$ cat src/rtl/huffman_bit_packer_if.sv
// ---------------------------------------------------------------------------
// huffman_bit_packer_if
//   Groups the serial-bit input side and the byte output side of the
//   Huffman bit packer into one bundle.
//   master : producer of bits / consumer of bytes (testbench or upstream)
//   slave  : the packer itself
// Signals:
//   bit_in, bit_valid   serial code bit and its qualifier
//   flush               close the current partial byte
//   byte_out[7:0]       head byte of the output FIFO
//   byte_valid          FIFO non-empty
//   byte_ready          consumer accept (pop on byte_valid & byte_ready)
//   byte_last           head byte was closed by flush
//   pad_bits[2:0]       zero-pad bit count of the head byte
//   overflow            sticky, set when a byte was dropped
// ---------------------------------------------------------------------------
interface huffman_bit_packer_if;
  logic       bit_in;
  logic       bit_valid;
  logic       flush;
  logic [7:0] byte_out;
  logic       byte_valid;
  logic       byte_ready;
  logic       byte_last;
  logic [2:0] pad_bits;
  logic       overflow;

  modport master (
    output bit_in, bit_valid, flush, byte_ready,
    input  byte_out, byte_valid, byte_last, pad_bits, overflow
  );

  modport slave (
    input  bit_in, bit_valid, flush, byte_ready,
    output byte_out, byte_valid, byte_last, pad_bits, overflow
  );
endinterface

$ cat src/rtl/huffman_bit_packer.sv
// ---------------------------------------------------------------------------
// huffman_bit_packer
//   Packs a serial Huffman code bit stream into bytes and queues them in a
//   2-entry output FIFO. A flush closes a partial byte, zero-padding it and
//   tagging it as last with its pad count.
// Ports:
//   clock   sole clock, rising edge
//   reset   synchronous, active-high; clears packer, FIFO and overflow
//   bus     huffman_bit_packer_if.slave (bit input, byte output, overflow)
// Configuration:
//   HUFFMAN_PACKER_MSB_FIRST_EN  defined   : first bit lands in byte_out[7],
//                                            padding fills the low bits
//                                undefined : first bit lands in byte_out[0],
//                                            padding fills the high bits
// ---------------------------------------------------------------------------
module huffman_bit_packer (
  input  logic                  clock,
  input  logic                  reset,
  huffman_bit_packer_if.slave   bus
);

  typedef struct packed {
    logic       last;
    logic [2:0] pad;
    logic [7:0] data;
  } entry_t;

  localparam entry_t ENTRY_ZERO = '{last: 1'b0, pad: 3'd0, data: 8'd0};

  // Packer state
  logic [7:0] r_shift;
  logic [2:0] r_count;

  // FIFO state: r_head is the presented entry, r_tail the one behind it
  entry_t     r_head;
  entry_t     r_tail;
  logic [1:0] r_occ;
  logic       r_valid;
  logic       r_overflow;

  // Combinational next-state
  logic [2:0] w_bit_pos;
  logic [7:0] w_shift_app;
  logic [2:0] w_count_inc;
  logic       w_byte_done;
  logic       w_partial;
  logic       w_push;
  entry_t     w_push_entry;
  logic [7:0] w_shift_nxt;
  logic [2:0] w_count_nxt;
  logic       w_pop;
  logic       w_drop;
  entry_t     w_head_nxt;
  entry_t     w_tail_nxt;
  logic [1:0] w_occ_nxt;

  // Slot the incoming bit takes depends on the configured bit order
`ifdef HUFFMAN_PACKER_MSB_FIRST_EN
  assign w_bit_pos = 3'd7 - r_count;
`else
  assign w_bit_pos = r_count;
`endif

  // Bit assembly and flush handling; flush sees the same-cycle bit first
  always_comb begin
    w_shift_app  = r_shift;
    w_count_inc  = r_count;
    w_push_entry = ENTRY_ZERO;
    if (bus.bit_valid) begin
      w_shift_app[w_bit_pos] = bus.bit_in;
      w_count_inc            = r_count + 3'd1;
    end else begin
      w_shift_app = r_shift;
      w_count_inc = r_count;
    end
    w_byte_done = bus.bit_valid && (r_count == 3'd7);
    // A completed byte always leaves the count at 0, so this is exclusive
    w_partial   = bus.flush && (w_count_inc != 3'd0);
    w_push      = w_byte_done || w_partial;

    w_push_entry.data = w_shift_app;
    w_push_entry.last = bus.flush;
    // 8-k in three bits is simply -k; a full byte carries no padding
    if (w_partial) begin
      w_push_entry.pad = 3'd0 - w_count_inc;
    end else begin
      w_push_entry.pad = 3'd0;
    end

    // Unused slots are kept zero so padding comes out as zeros
    if (w_push) begin
      w_shift_nxt = 8'd0;
      w_count_nxt = 3'd0;
    end else begin
      w_shift_nxt = w_shift_app;
      w_count_nxt = w_count_inc;
    end
  end

  // Two-entry FIFO next-state with same-cycle pop/push and drop on full
  always_comb begin
    w_pop      = r_valid && bus.byte_ready;
    w_drop     = 1'b0;
    w_head_nxt = r_head;
    w_tail_nxt = r_tail;
    w_occ_nxt  = r_occ;
    case ({w_push, w_pop})
      2'b00: begin
        w_occ_nxt = r_occ;
      end
      2'b01: begin
        if (r_occ == 2'd2) begin
          w_head_nxt = r_tail;
          w_tail_nxt = ENTRY_ZERO;
          w_occ_nxt  = 2'd1;
        end else begin
          w_head_nxt = ENTRY_ZERO;
          w_occ_nxt  = 2'd0;
        end
      end
      2'b10: begin
        case (r_occ)
          2'd0: begin
            w_head_nxt = w_push_entry;
            w_occ_nxt  = 2'd1;
          end
          2'd1: begin
            w_tail_nxt = w_push_entry;
            w_occ_nxt  = 2'd2;
          end
          default: begin
            w_drop = 1'b1;
          end
        endcase
      end
      2'b11: begin
        // Pop frees a slot, so occupancy is unchanged
        if (r_occ == 2'd2) begin
          w_head_nxt = r_tail;
          w_tail_nxt = w_push_entry;
        end else begin
          w_head_nxt = w_push_entry;
        end
      end
      default: begin
        w_occ_nxt = r_occ;
      end
    endcase
  end

  // State registers; reset wins over every input
  always_ff @(posedge clock) begin
    if (reset) begin
      r_shift    <= 8'd0;
      r_count    <= 3'd0;
      r_head     <= ENTRY_ZERO;
      r_tail     <= ENTRY_ZERO;
      r_occ      <= 2'd0;
      r_valid    <= 1'b0;
      r_overflow <= 1'b0;
    end else begin
      r_shift    <= w_shift_nxt;
      r_count    <= w_count_nxt;
      r_head     <= w_head_nxt;
      r_tail     <= w_tail_nxt;
      r_occ      <= w_occ_nxt;
      r_valid    <= (w_occ_nxt != 2'd0);
      r_overflow <= r_overflow | w_drop;
    end
  end

  assign bus.byte_out   = r_head.data;
  assign bus.byte_last  = r_head.last;
  assign bus.pad_bits   = r_head.pad;
  assign bus.byte_valid = r_valid;
  assign bus.overflow   = r_overflow;

endmodule
$ cat src/flat_wrapper.sv
// flat-port wrapper written by rule: the top's interface ports become plain ports
module huffman_bit_packer_flat 
  (clock, reset, bus_bit_in, bus_bit_valid, bus_flush, bus_byte_ready, bus_byte_out, bus_byte_valid, bus_byte_last, bus_pad_bits, bus_overflow);
  huffman_bit_packer_if bus_i ();
  input  logic clock;
  input  logic reset;
  input wire logic [$bits(bus_i.bit_in)-1:0] bus_bit_in;
  input wire logic [$bits(bus_i.bit_valid)-1:0] bus_bit_valid;
  input wire logic [$bits(bus_i.flush)-1:0] bus_flush;
  input wire logic [$bits(bus_i.byte_ready)-1:0] bus_byte_ready;
  output wire logic [$bits(bus_i.byte_out)-1:0] bus_byte_out;
  output wire logic [$bits(bus_i.byte_valid)-1:0] bus_byte_valid;
  output wire logic [$bits(bus_i.byte_last)-1:0] bus_byte_last;
  output wire logic [$bits(bus_i.pad_bits)-1:0] bus_pad_bits;
  output wire logic [$bits(bus_i.overflow)-1:0] bus_overflow;
  assign bus_i.bit_in = bus_bit_in;
  assign bus_i.bit_valid = bus_bit_valid;
  assign bus_i.flush = bus_flush;
  assign bus_i.byte_ready = bus_byte_ready;
  assign bus_byte_out = bus_i.byte_out;
  assign bus_byte_valid = bus_i.byte_valid;
  assign bus_byte_last = bus_i.byte_last;
  assign bus_pad_bits = bus_i.pad_bits;
  assign bus_overflow = bus_i.overflow;
  huffman_bit_packer u_core (.clock(clock), .reset(reset), .bus(bus_i));
endmodule
$ cat config.mk
export PLATFORM = sky130hd
export DESIGN_NAME = huffman_bit_packer_flat
export DESIGN_NICKNAME = d
export VERILOG_FILES = /design/src/rtl/huffman_bit_packer_if.sv /design/src/rtl/huffman_bit_packer.sv /design/src/flat_wrapper.sv
export SDC_FILE = /design/constraint.sdc
export NUM_CORES = 1
export LEC_CHECK = 0
export ABC_AREA = 1
export BUFFER_PORTS_ARGS = -buffer_cell sky130_fd_sc_hd__buf_2
export CELL_PAD_IN_SITES_DETAIL_PLACEMENT = 0
export CELL_PAD_IN_SITES_GLOBAL_PLACEMENT = 1
export CORE_ASPECT_RATIO = 0.9
export CORE_MARGIN = 3
export CORE_UTILIZATION = 45
export DETAILED_ROUTE_END_ITERATION = 7
export GPL_TIMING_DRIVEN = 1
export PLACE_DENSITY = 0.91
export SLEW_MARGIN = 20
export SYNTH_ARGS = -nofsm -noshare
export SYNTH_HDL_FRONTEND = slang
export SYNTH_SLANG_ARGS = --single-unit
$ cat constraint.sdc
create_clock -name clock -period 6.3 [get_ports clock]
set_input_delay 0.945 -clock clock [delete_from_list [all_inputs] [get_ports clock]]
set_output_delay 0.945 -clock clock [all_outputs]
set_load 0.02 [all_outputs]
# After elaboration in Yosys (flattened, before gate mapping)
# Index checks and enable logic that the tools add are counted.
dict set report word_totals {
  ff_bits 39
  latchBits 0
  ram_bits 0
  mem_bits_ro 0
  output_inout_bits 14
  memories 0
}
dict set report classes {
  n_addsub 2
  mul 0
  n_div 0
  magnitude_cmp 2
  n_eq_ne 10
  shift 0
  n_mux 19
  bitwise 1
  reduce_logical 13
}
# operator n
set op_table {}
lappend op_table {{$mux 12} 6}
lappend op_table {{$pmux 12 s3} 2}
lappend op_table {{$bwmux 8} 1}
lappend op_table {{$mux 8} 1}
lappend op_table {{$ne 2x1->1 const B} 4}
lappend op_table {{$pmux 2 s2} 2}
lappend op_table {{$eq 2x2->1 const B} 3}
lappend op_table {{$mux 3} 2}
lappend op_table {{$reduce_bool 3->1} 2}
lappend op_table {{$eq 2x1->1 const B} 2}
lappend op_table {{$logic_and 1x1->1} 4}
lappend op_table {{$lt 3x4->1 const B} 1}
lappend op_table {{$mux 1} 4}
lappend op_table {{$reduce_and 4->1} 1}
lappend op_table {{$reduce_or 2->1} 2}
lappend op_table {{$add 3x1->3 const B} 1}
lappend op_table {{$demux 1 s3} 1}
lappend op_table {{$eq 3x3->1 const B} 1}
lappend op_table {{$ge 3x1->1 const B} 1}
lappend op_table {{$sub 1x3->3 const A} 1}
lappend op_table {{$logic_not 2->1} 1}
lappend op_table {{$reduce_and 2->1} 1}
lappend op_table {{$reduce_bool 2->1} 1}
lappend op_table {{$logic_or 1x1->1} 1}
lappend op_table {{$or 1x1->1} 1}

# Longest topological paths before layout
# Gate-level depths: netlist (run 1).
dict set report logic_depth {
  word_depth 8
  mapped_depth 17
  mapped_depth_nobuf 16
}

# Worst setup path before layout (run 1)
# No wires, ideal clock.
dict set report synth_path {
  kind {input -> register}
  from {input port bus_bit_valid}
  to {register u_core.r_tail[3] (netlist name)}
  setup_time_ps 113
  arrival_time_ps 2780
  required_ps 6187
  path_slack_ps 3406
  cell_stages 16
  n_path_buf 1
  path_cell_list {xor2_1 inv_1 ha_1 ha_1 inv_1 nand2_1 nand2_1 inv_1 ha_1 o21ai_2 nand2_4 inv_4 buf_12 nor2_1 nor2_1 nor2_1}
}
dict set report synth_via {
  elab_chain_cells 7
  elab_cells_between_ends 17
  classes_between {6 x eq/ne; 5 x mux; 6 x reduce/logical}
}
# item line
set synth_lines {}
lappend synth_lines {{from (decl)} flat_wrapper.sv:8} ;# input wire logic [$bits(bus_i.bit_valid)-1:0] bus_bit_valid;
lappend synth_lines {{$mux 3} huffman_bit_packer.sv:69} ;# if (bus.bit_valid) begin
lappend synth_lines {{$reduce_bool 3->1} huffman_bit_packer.sv:78} ;# w_partial = bus.flush && (w_count_inc != 3'd0);
lappend synth_lines {{$logic_and 1x1->1} huffman_bit_packer.sv:78}
lappend synth_lines {{$logic_or 1x1->1} huffman_bit_packer.sv:79} ;# w_push = w_byte_done || w_partial;
lappend synth_lines {{$eq 2x2->1 / $eq 2x1->1 (equally long branches)} huffman_bit_packer.sv:107} ;# case ({w_push, w_pop})
lappend synth_lines {{$ne 2x1->1 (no line) / $reduce_bool 3->1 (equally long branches)} -}
lappend synth_lines {{$reduce_and 4->1 (no line)} -}
lappend synth_lines {{to (signal assigned)} huffman_bit_packer.sv:165} ;# r_tail <= w_tail_nxt;
lappend synth_lines {{to (decl)} huffman_bit_packer.sv:36} ;# entry_t r_tail;
# Several ways; a longest one is shown, not always the timed one. The select of a mux whose other input is x is not followed.
# A chain may end at the register's enable or synchronous reset.

# Worst setup path in the final report (run 1)
dict set report layout_path {
  from {input port bus_bit_valid}
  to {register u_core.r_head, in the netlist u_core.bus.byte_out[3]}
}
dict set report layout_via {
  elab_chain_cells 7
  elab_cells_between_ends 15
  classes_between {4 x eq/ne; 5 x mux; 6 x reduce/logical}
}
# item line
set layout_lines {}
lappend layout_lines {{$mux 3} huffman_bit_packer.sv:69}
lappend layout_lines {{$reduce_bool 3->1} huffman_bit_packer.sv:78}
lappend layout_lines {{$logic_and 1x1->1} huffman_bit_packer.sv:78}
lappend layout_lines {{$logic_or 1x1->1} huffman_bit_packer.sv:79}
lappend layout_lines {{$eq 2x2->1 / $eq 2x1->1 (equally long branches)} huffman_bit_packer.sv:107}
lappend layout_lines {{$ne 2x1->1 (no line) / $reduce_bool 3->1 (equally long branches)} -}
lappend layout_lines {{$reduce_and 2->1 (no line)} -}
lappend layout_lines {{to (signal assigned)} huffman_bit_packer.sv:164} ;# r_head <= w_head_nxt;
lappend layout_lines {{to (decl)} huffman_bit_packer.sv:35} ;# entry_t r_head;
# Several ways; a longest one is shown, not always the timed one. The select of a mux whose other input is x is not followed.

==> results.toml, run 1 <==
[final_layout]
antenna_cells = 0
nets = 320
fill_cells = 439
fin_util_pct = 53.3
drive_gt1_share_pct = 16.2
seq_area_um2 = 781
instances_no_fill = 363
multi_input_area_um2 = 985
syn_to_final_growth_pct = 11.0
fin_area_um2 = 2240

[critical_path]
path_class = "input pin to flip-flop"
critPathCaptureType = "flip-flop"
start_kind = "input pin"
crit_fanout = 24
worstPathRequired_ns = 6.47
r2r_slack_ns = 3.18
critical_path_arrival_ns = 3.53

[placed_design]
routabilityCongestion = 0.807
placedCellCount = 355
placed_area_um2 = 2130
dp_hpwl_um = 3170
port_buffers = 19

[detailed_routing]
drc = 0
drt.antenna.violating_nets = 0
viasPerCell = 4.70
dr.first_iter.drc_count = 153
firstDrtPassIters = 4
post_drt_wl_per_cell_um = 11.7
num_vias = 1707
routed_wl_um = 4240

[timing]
finalCriticalPeriod_ns = 3.36
fmax_mhz = 297
drv_slew = 0
worst_pin_slew_ns = 0.879
slew_headroom_pct = 41.4
skew_ns = 0.0104
rsz0062_at_grt = "false"
setup_viol = 0
final_hold_viol_count = 0
fin_crit_sh_pct = 53.4
setup-tns-final_ns = 0

[floorplanning]
die_height_um = 69.6
die_width_um = 76.6
placement_rows = 22
core_area_um2 = 4210
dieArea_um2 = 5330
ioPinCount = 20
start_util_pct = 48.0

[clocking]
cts_setup_buffers = 0
clk_pin_slew_worst_paths_ns = 0.08
cts.htree.levels = 2
clock-root-buffer = "clkbuf_8"
cts_inserted_buffers = 5
clock_tree.buffer_depth = 2
hold_buffers = 0
ctsResizeCount = 0
cts_tree = "built"
cts_sinks = 39
clock_latency_ns = 0.29

[synth]
ys_warn_count = 0
synth_top_family_by_area = "simple AND/OR/NAND/NOR gates"
synth_compound_area_share_pct = 14.3
synth-edff-count = 0
async_flop_share_pct = 0
seq_area_frac_synth_pct = 38.6
synth-simple-area-share_pct = 26.6
netlist_instances = 284
synth_seq_cells = 39
syn_nets = 302
synthXorXnorAreaFrac_pct = 0.433
synth_ff_type = "dfxtp_1"
avgSynthCellArea_um2 = 7.12
synth_top_cell_area_share_pct = 38.6
synth.distinct_cells = 26
synth.area.top_cells = "dfxtp_1 39%, nor2_1 9.3%, nand2_1 8.7%"
yosysMostFrequentCell = "nor2_1"
ys_top_cells_by_count = "50 x nor2_1, 47 x nand2_1, 46 x inv_1"
yosys-mux-area-fraction_pct = 0
synth_fa_ha_area_share_pct = 7.43
netlist_area_um2 = 2020
synth_top_area_cell = "dfxtp_1"

[global_route]
use_met3_pct = 3.64
grt_pass1_vias = 1681
top_usage_layer = "met2"
grt_use_met1_pct = 25.0
grt_pass1_wl_um = 7650
gr-total-overflow = 0
grtUsageTotal_pct = 17.3
met2_usage_pct = 26.0
grt_max_degree = 25
antenna_found_initial = 0

[worst_hold_path]
hold_class = "flip-flop to flip-flop"

[outcome]
outcome = "completed"

[power_and_ir_drop]
p_leak_uw = 0.00101
power.density_nw_per_um2 = 284
vdd_drop_max_mv = 0.160

[run]
maxCapViolations = 0
==> kinds of logic after synthesis <==
logic type / count (synthesis)
compound gates: 49
xor+xnor: 1
fa+ha+maj: 12
buf+inv: 58
flops: 39
simple gates: 125
==> report_power, final <==
part | total (uW) | leakage [uW] | internal [uW] | switching [uW]
clock network | 215 | 0.0000612 | 128 | 87.3
logic | 146 | 0.000633 | 42.8 | 103
registers | 275 | 0.000318 | 266 | 9.79
total | 637 | 0.00101 | 437 | 200
==> stage by stage <==
| step | hold WS (ns) | setup WS [ns] | power (uW) |
|---|---|---|---|
| 4_1_cts | 0.482 | 2.96 | 643 |
| 3_3_place_gp | 0.456 | 2.82 | 426 |
| 3_5_place_dp | 0.470 | 2.66 | 428 |
| 5_1_grt | 0.498 | 2.63 | 673 |
| 2_1_floorplan | 0.447 | 3.41 | 398 |
| 6_report | 0.483 | 2.94 | 637 |
==> critical path, stage by stage <==
cell and delay (ns):
buf_2 0.13, xor2_1 0.27, inv_1 0.10, ha_1 0.21, ha_1 0.20, inv_1 0.05
nand2_1 0.08, nand2_1 0.16, inv_1 0.10, ha_1 0.22, a21oi_2 0.65, o21ai_0 0.25
inv_1 0.10, a21oi_1 0.06
==> registers in the layout (all words and copies together) (netlist names) <==
register	cells
u_core.bus.byte_out	8
u_core.r_shift	8
u_core.bus.byte_valid	1
u_core.bus.byte_last	1
u_core.bus.overflow	1
u_core.r_tail	12
u_core.bus.pad_bits	3
u_core.r_occ	2
u_core.r_count	3
==> worst paths after layout <==
path / cells after the start / end / from
max: 14 / u_core.bus.byte_out[3] / bus_bit_valid
max reg2reg: 12 / u_core.bus.byte_out[3] / u_core.r_count[0]
min reg2reg: 2 / u_core.bus.pad_bits[1] / u_core.r_tail[9]
min: 2 / u_core.bus.pad_bits[1] / u_core.r_tail[9]
==> metal layers <==
metal,up-vias,share of wire [%]
met5,-,0
met1,755,54
met3,4,4.0
met2,27,41
li1,921,-
met4,0,0.80
==> area by class of cell <==
| class | instances | share of cell area (%) |
|---|---|---|
| clock buffer | 6 | 3.68 |
| clock inverter | 2 | 1.56 |
| inverter | 50 | 8.48 |
| multi-input combinational | 187 | 43.9 |
| sequential | 39 | 34.8 |
| tap | 60 | 3.35 |
| timing repair buffer | 19 | 4.24 |
==> layout by cell type, fill, tap and decap left out <==
master     synthesis  layout
inv_2              3       3
o21bai_1           1       1
nor2_2             4       4
o21ai_2            3       3
a21oi_2            6       6
o21ai_0           24      24
nand3_2            3       3
xor2_1             1       1
a21oi_1           10      10
clkinv_2           0       1
buf_2              3      19
inv_4              1       1
dfxtp_1           39      39
nand2_4            1       1
nor3_1             1       1
a31oi_1            4       4
ha_1              12      12
inv_1             46      46
o31ai_1            1       1
nor2_4             1       1
clkbuf_8           0       6
nor2_1            50      50
bufinv_16          0       1
nand2_1           47      47
nand3_1           18      18
Power figures use the tool's default switching activity.
==> run 2: changes to the inputs <==
--- a/config.mk
+++ b/config.mk
@@ -11,10 +11,10 @@
 export CELL_PAD_IN_SITES_GLOBAL_PLACEMENT = 1
 export CORE_ASPECT_RATIO = 0.9
 export CORE_MARGIN = 3
-export CORE_UTILIZATION = 45
+export CORE_UTILIZATION = 38
 export DETAILED_ROUTE_END_ITERATION = 7
 export GPL_TIMING_DRIVEN = 1
-export PLACE_DENSITY = 0.91
+export PLACE_DENSITY = 0.83
 export SLEW_MARGIN = 20
 export SYNTH_ARGS = -nofsm -noshare
 export SYNTH_HDL_FRONTEND = slang
==> constraint.sdc (replaced) <==
create_clock -name clock -period 2.7 [get_ports clock]
set_input_delay 0.405 -clock clock [delete_from_list [all_inputs] [get_ports clock]]
set_output_delay 0.405 -clock clock [all_outputs]
set_load 0.02 [all_outputs]
==> run 2 against run 1 <==
  * Global-route usage down 2.4 points
  * Clock-buffer cell count unchanged
  * Utilization decreased by 7.3 points
  * Largest cell class unchanged
  * Power increased by 120%
  * Die area rose by 17%
  * Clock power increased by 83%
  * Sequential share of layout area down 0.67 points
  * Worst hold slack got worse by 0.014 ns
  * Worst setup slack worse by 2.7 ns
  * Highest routed layer unchanged
  * Sequential power grew 130%
  * Register-to-register slack lost 2.9 ns
  * Non-clock buffer count up 4
==> results.toml, run 2 (same netlist as run 1, synthesis figures left out) <==
[clocking]
cts_inserted_buffers = 5
clock-root-buffer = "clkbuf_8"
clock_tree.buffer_depth = 2
cts_tree = "built"
cts.htree.levels = 2
cts_sinks = 39
clk_pin_slew_worst_paths_ns = 0.08
hold_buffers = 0
clock_latency_ns = 0.28

[final_layout]
layout_common_cells = "49 x nor2_1, 47 x nand2_1, 46 x inv_1"
drive_gt1_share_pct = 18.3
syn_to_final_growth_pct = 13.4
regMostFlops = "u_core.r_tail"
nets = 324
largest_reg_flops = 12
mostFrequentLayoutCell = "nor2_1"
antenna_cells = 0

[detailed_routing]
post_drt_wl_per_cell_um = 12.0
drt.antenna.violating_nets = 0
drc = 0
num_vias = 1732
routed_wl_um = 4440
dr.first_iter.drc_count = 122
firstDrtPassIters = 4
viasPerCell = 4.67

[floorplanning]
placement_rows = 24
core_area_um2 = 4980
die_height_um = 75.2
ioPinCount = 20
start_util_pct = 40.5
die_width_um = 82.9
dieArea_um2 = 6230

[global_route]
grtUsageTotal_pct = 14.9
grt_max_degree = 19
antenna_found_initial = 0
gr-total-overflow = 0
grt_pass1_vias = 1576
grt_pass1_wl_um = 7470

[power_and_ir_drop]
seqPwrFrac_pct = 45.6
vdd_drop_max_mv = 0.249
switchingPower_uw = 472
pwr-share-comb_pct = 26.5
swShare_pct = 33.4
p_int_uw = 940
pwr-share-clk_pct = 27.9
power.density_nw_per_um2 = 616
p_leak_uw = 0.00102

[timing]
setup_viol = 0
fin_crit_sh_pct = 91.5
worst_pin_slew_ns = 0.389
rsz0062_at_grt = "false"
finalCriticalPeriod_ns = 2.47
setup-tns-final_ns = 0
slew_headroom_pct = 74.0
skew_ns = 0.00718
final_hold_viol_count = 0
drv_slew = 0
setup_slack_ns = 0.230
fmax_mhz = 405
hold_ws_ns = 0.468

[critical_path]
start_kind = "flip-flop"
path_buf_inv = 2
path_delay_family = "adder cells"
critical_path_arrival_ns = 2.63
path_class = "flip-flop to flip-flop"
worstPathRequired_ns = 2.86
crit_chain = "ha_1 > ha_1 > o21ai_1 > ha_1 > inv_1 > nand2_1 > nand2_1 > ha_1 > a21oi_4 > nand2_4 > inv_6 > nor2_2 > nor2_1 > nor2_1"
critPathMostFrequentCell = "ha_1"
cp_slowest_cell = "dfxtp_2"
critical-path-max-stage-delay_ns = 0.36
critPathCaptureType = "flip-flop"
crit_fanout = 12

[outcome]
outcome = "completed"

[worst_hold_path]
hold_class = "input pin to flip-flop"

[placed_design]
pre_cts_ws_ns = 0.0467
routabilityCongestion = 0.821
dp_hpwl_um = 3330
port_buffers = 19

[run]
maxCapViolations = 0
run 2: cell count changes in the layout (fill, tap and decap cells not counted), sizes merged:
cell / previous run / this run
buf: 19 / 23
bufinv: 1 / 0
run 2: what timing repair did:
item | in CTS | in global routing
gates resized for setup | 0 | 11
setup buffers | 0 | 0
endpoints found under the setup margin | 0 | 24
run 2: layout make-up:
class / count / area (um^2)
Fill cell: 524 / 2690
Multi-Input combinational cell: 187 / 1020
Clock buffer: 6 / 82.6
Inverter: 50 / 193
Clock inverter: 1 / 5.00
Timing Repair Buffer: 23 / 125
Sequential cell: 39 / 782
Tap cell: 65 / 81.3
run 2: stage by stage:
step / instances / util [%] / total power [uW] / area [um^2]
detailed placement: 364 / 43.4 / 1010 / 2160
floorplan: 284 / - / 928 / 2020
global placement: 364 / 43.4 / 1010 / 2160
CTS: 371 / 45.1 / 1410 / 2250
global route: 371 / 46.0 / 1500 / 2290
finish: 371 / 46.0 / 1410 / 2290
run 2: routing by layer:
metal,GRT usage (%),vias to the layer above,share of wire (%)
li1,-,926,-
met1,21.9,787,53
met2,21.8,17,43
met3,2.84,2,2.6
met4,5.63,0,0.68
met5,0,-,0
run 2: worst reg2reg max path: stages, from the launching register on:
cell     delay, ns
dfxtp_2       0.36
ha_1          0.20
ha_1          0.26
o21ai_1       0.20
ha_1          0.18
inv_1         0.04
nand2_1       0.06
nand2_1       0.12
ha_1          0.26
a21oi_4       0.23
nand2_4       0.11
inv_6         0.13
nor2_2        0.04
nor2_1        0.12
nor2_1        0.05
run 2: final timing paths:
| path | start | endpoint | slack, ns | cells past startpoint |
|---|---|---|---|---|
| worst min register to register | u_core.r_tail[9] | u_core.bus.pad_bits[1] | 0.47 | 2 |
| worst min-delay path | bus_flush | u_core.bus.pad_bits[0] | 0.47 | 3 |
| worst max-delay path | u_core.r_count[0] | u_core.r_tail[1] | 0.23 | 14 |
| worst max register to register | u_core.r_count[0] | u_core.r_tail[1] | 0.23 | 14 |
run 2: power groups by stage:
stage | Combinational (uW) | Clock (uW) | Sequential (uW)
after floorplan | 236 | 0 | 692
after global placement | 357 | 0 | 656
after detailed placement | 358 | 0 | 656
after CTS | 360 | 410 | 643
after global routing | 422 | 425 | 648
final | 375 | 394 | 643
==> run 3: changes to the inputs <==
--- a/config.mk
+++ b/config.mk
@@ -6,16 +6,17 @@
 export NUM_CORES = 1
 export LEC_CHECK = 0
 export ABC_AREA = 1
-export BUFFER_PORTS_ARGS = -buffer_cell sky130_fd_sc_hd__buf_2
 export CELL_PAD_IN_SITES_DETAIL_PLACEMENT = 0
 export CELL_PAD_IN_SITES_GLOBAL_PLACEMENT = 1
 export CORE_ASPECT_RATIO = 0.9
 export CORE_MARGIN = 3
-export CORE_UTILIZATION = 38
+export CORE_UTILIZATION = 41
 export DETAILED_ROUTE_END_ITERATION = 7
+export DONT_BUFFER_PORTS = 1
 export GPL_TIMING_DRIVEN = 1
 export PLACE_DENSITY = 0.83
 export SLEW_MARGIN = 20
 export SYNTH_ARGS = -nofsm -noshare
 export SYNTH_HDL_FRONTEND = slang
 export SYNTH_SLANG_ARGS = --single-unit
+export TNS_END_PERCENT = 100
==> run 3 against run 2 <==
  * Utilization rose by 2.1 points
  * Routed wire length rose by 1.3%
  * Sequential share of layout area rose by 1.2 points
  * Global-route usage rose by 1.7 points
  * First-iteration DRC count fell by 25%
  * Power fell by 1.4%
  * Final area fell by 3.5%
  * Sequential cell count did not move
  * Combinational power fell by 17%
  * Largest power group unchanged
==> results.toml, run 3 (same netlist as run 1, synthesis figures left out) <==
[critical_path]
path_class = "flip-flop to flip-flop"
r2r_end = "u_core.r_tail[7]"
critPathMostFrequentCell = "ha_1"
r2r_cells = 14
cp_slowest_cell = "dfxtp_2"
critical-path-max-stage-delay_ns = 0.35
worstPathRequired_ns = 2.90
crit_chain = "ha_1 > o21ai_1 > ha_1 > ha_1 > inv_1 > nand2_1 > nand2_1 > ha_1 > o21ai_4 > nand2_4 > inv_4 > nor2_1 > nor2_1 > nor2_1"
critical_path_arrival_ns = 2.74
critPathCaptureType = "flip-flop"
r2r_start = "u_core.r_count[0]"
r2r_slack_ns = 0.16
crit_fanout = 12
start_kind = "flip-flop"

[worst_hold_path]
whs_path_depth = 1
worstHoldStart = "reset"
min_to = "u_core.r_tail[11]"
hold_class = "input pin to flip-flop"

[detailed_routing]
post_drt_wl_per_cell_um = 12.9
drt.antenna.violating_nets = 0
firstDrtPassIters = 4
routed.top_layer = "met4"
drc = 0
wl_met1_um = 2390
wl_met3_um = 232
viasPerCell = 4.77
wl_met2_um = 1810
routed_wl_um = 4500
dr.first_iter.drc_count = 91
num_vias = 1669

[global_route]
grt_pass1_vias = 1516
gr-total-overflow = 0
grtUsageTotal_pct = 16.7
grt_max_degree = 25
antenna_found_initial = 0
grt_pass1_wl_um = 7410

[clocking]
cts_sinks = 39
clock-root-buffer = "clkbuf_8"
clock_tree.buffer_depth = 2
cts.htree.levels = 2
clock_latency_ns = 0.30
cts_inserted_buffers = 5
cts_tree = "built"
clk_pin_slew_worst_paths_ns = 0.08
hold_buffers = 0

[run]
maxCapViolations = 0

[final_layout]
mostFrequentLayoutCell = "nor2_1"
regMostFlops = "u_core.r_tail"
syn_to_final_growth_pct = 9.41
fin_util_pct = 48.0
layout_common_cells = "49 x nor2_1, 47 x nand2_1, 46 x inv_1"
largest_reg_flops = 12
drive_gt1_share_pct = 11.8
antenna_cells = 0
instances_no_fill = 350
nets = 305

[timing]
skew_ns = 0.00400
final_hold_viol_count = 0
worst_pin_slew_ns = 0.415
setup_viol = 0
drv_slew = 0
finalCriticalPeriod_ns = 2.54
fmax_mhz = 394
slew_headroom_pct = 72.3
setup-tns-final_ns = 0
hold_ws_ns = 0.155
fin_crit_sh_pct = 94.0

[floorplanning]
core_area_um2 = 4600
ioPinCount = 20
start_util_pct = 43.9
die_width_um = 80
placement_rows = 23
die_height_um = 72.6
dieArea_um2 = 5810

[power_and_ir_drop]
finalPower_uw = 1390
power.density_nw_per_um2 = 630
p_leak_uw = 0.000936
vdd_drop_max_mv = 0.318

[placed_design]
dp_hpwl_um = 3330
placedCellCount = 341
routabilityCongestion = 0.833
port_buffers = 0

[outcome]
outcome = "completed"
[run 3: changes by cell type in the layout (fill, tap and decap cells not counted), sizes merged]
| cell | before | now |
|---|---|---|
| buf | 23 | 4 |
| clkbuf | 6 | 7 |
[run 3: through the flow]
step / area, um^2 / setup slack [ns]
final: 2210 / 0.162
after CTS: 2150 / 0.0605
after global placement: 2070 / 0.173
after detailed placement: 2070 / 0.0750
after floorplan: 2020 / 0.300
after global routing: 2210 / -0.0357
[run 3: per-layer routing]
metal | track usage [%] | vias to the layer above
met5 | 0 | -
met3 | 4.94 | 7
met2 | 21.2 | 35
met1 | 25.8 | 740
li1 | - | 887
met4 | 6.19 | 0
[run 3: how the worst max path moves through the flow]
stage / start / to / slack [ns] / cells past startpoint
4_1_cts: u_core.r_count[0] / u_core.r_tail[4] / 0.06 / 14
3_3_place_gp: u_core.r_count[0] / u_core.r_tail[7] / 0.17 / 14
3_5_place_dp: u_core.r_count[0] / u_core.r_tail[4] / 0.08 / 14
2_1_floorplan: u_core.r_count[0] / u_core.r_tail[3] / 0.30 / 15
6_report: u_core.r_count[0] / u_core.r_tail[7] / 0.16 / 14
5_1_grt: u_core.r_count[1] / u_core.r_tail[4] / -0.04 / 14
[run 3: power breakdown]
group	switching [uW]	internal (uW)
sequential	66.9	620
combinational	203	110
clock	211	182
[run 3: timing repair]
action | 4_1_cts | 5_1_grt
setup endpoints to repair | 0 | 24
buffers inserted | 0 | 1
gates resized for setup | 0 | 10
[run 3: worst max-delay path, delay by kind of cell, from the launching register on]
| kind | cells | cell delay, ns |
|---|---|---|
| compound gates | 2 | 0.44 |
| fa+ha+maj | 4 | 0.94 |
| buf+inv | 2 | 0.20 |
| flops | 1 | 0.35 |
| simple gates | 6 | 0.51 |
[run 3: cell type report]
type / count / area [um^2]
multi-input cells: 187 / 1020
flip-flops and latches: 39 / 782
fillers: 478 / 2390
clock buffers: 7 / 76.3
repair buffers: 4 / 55.1
inverters: 50 / 190
clock inverters: 1 / 5.00
well taps: 62 / 77.6
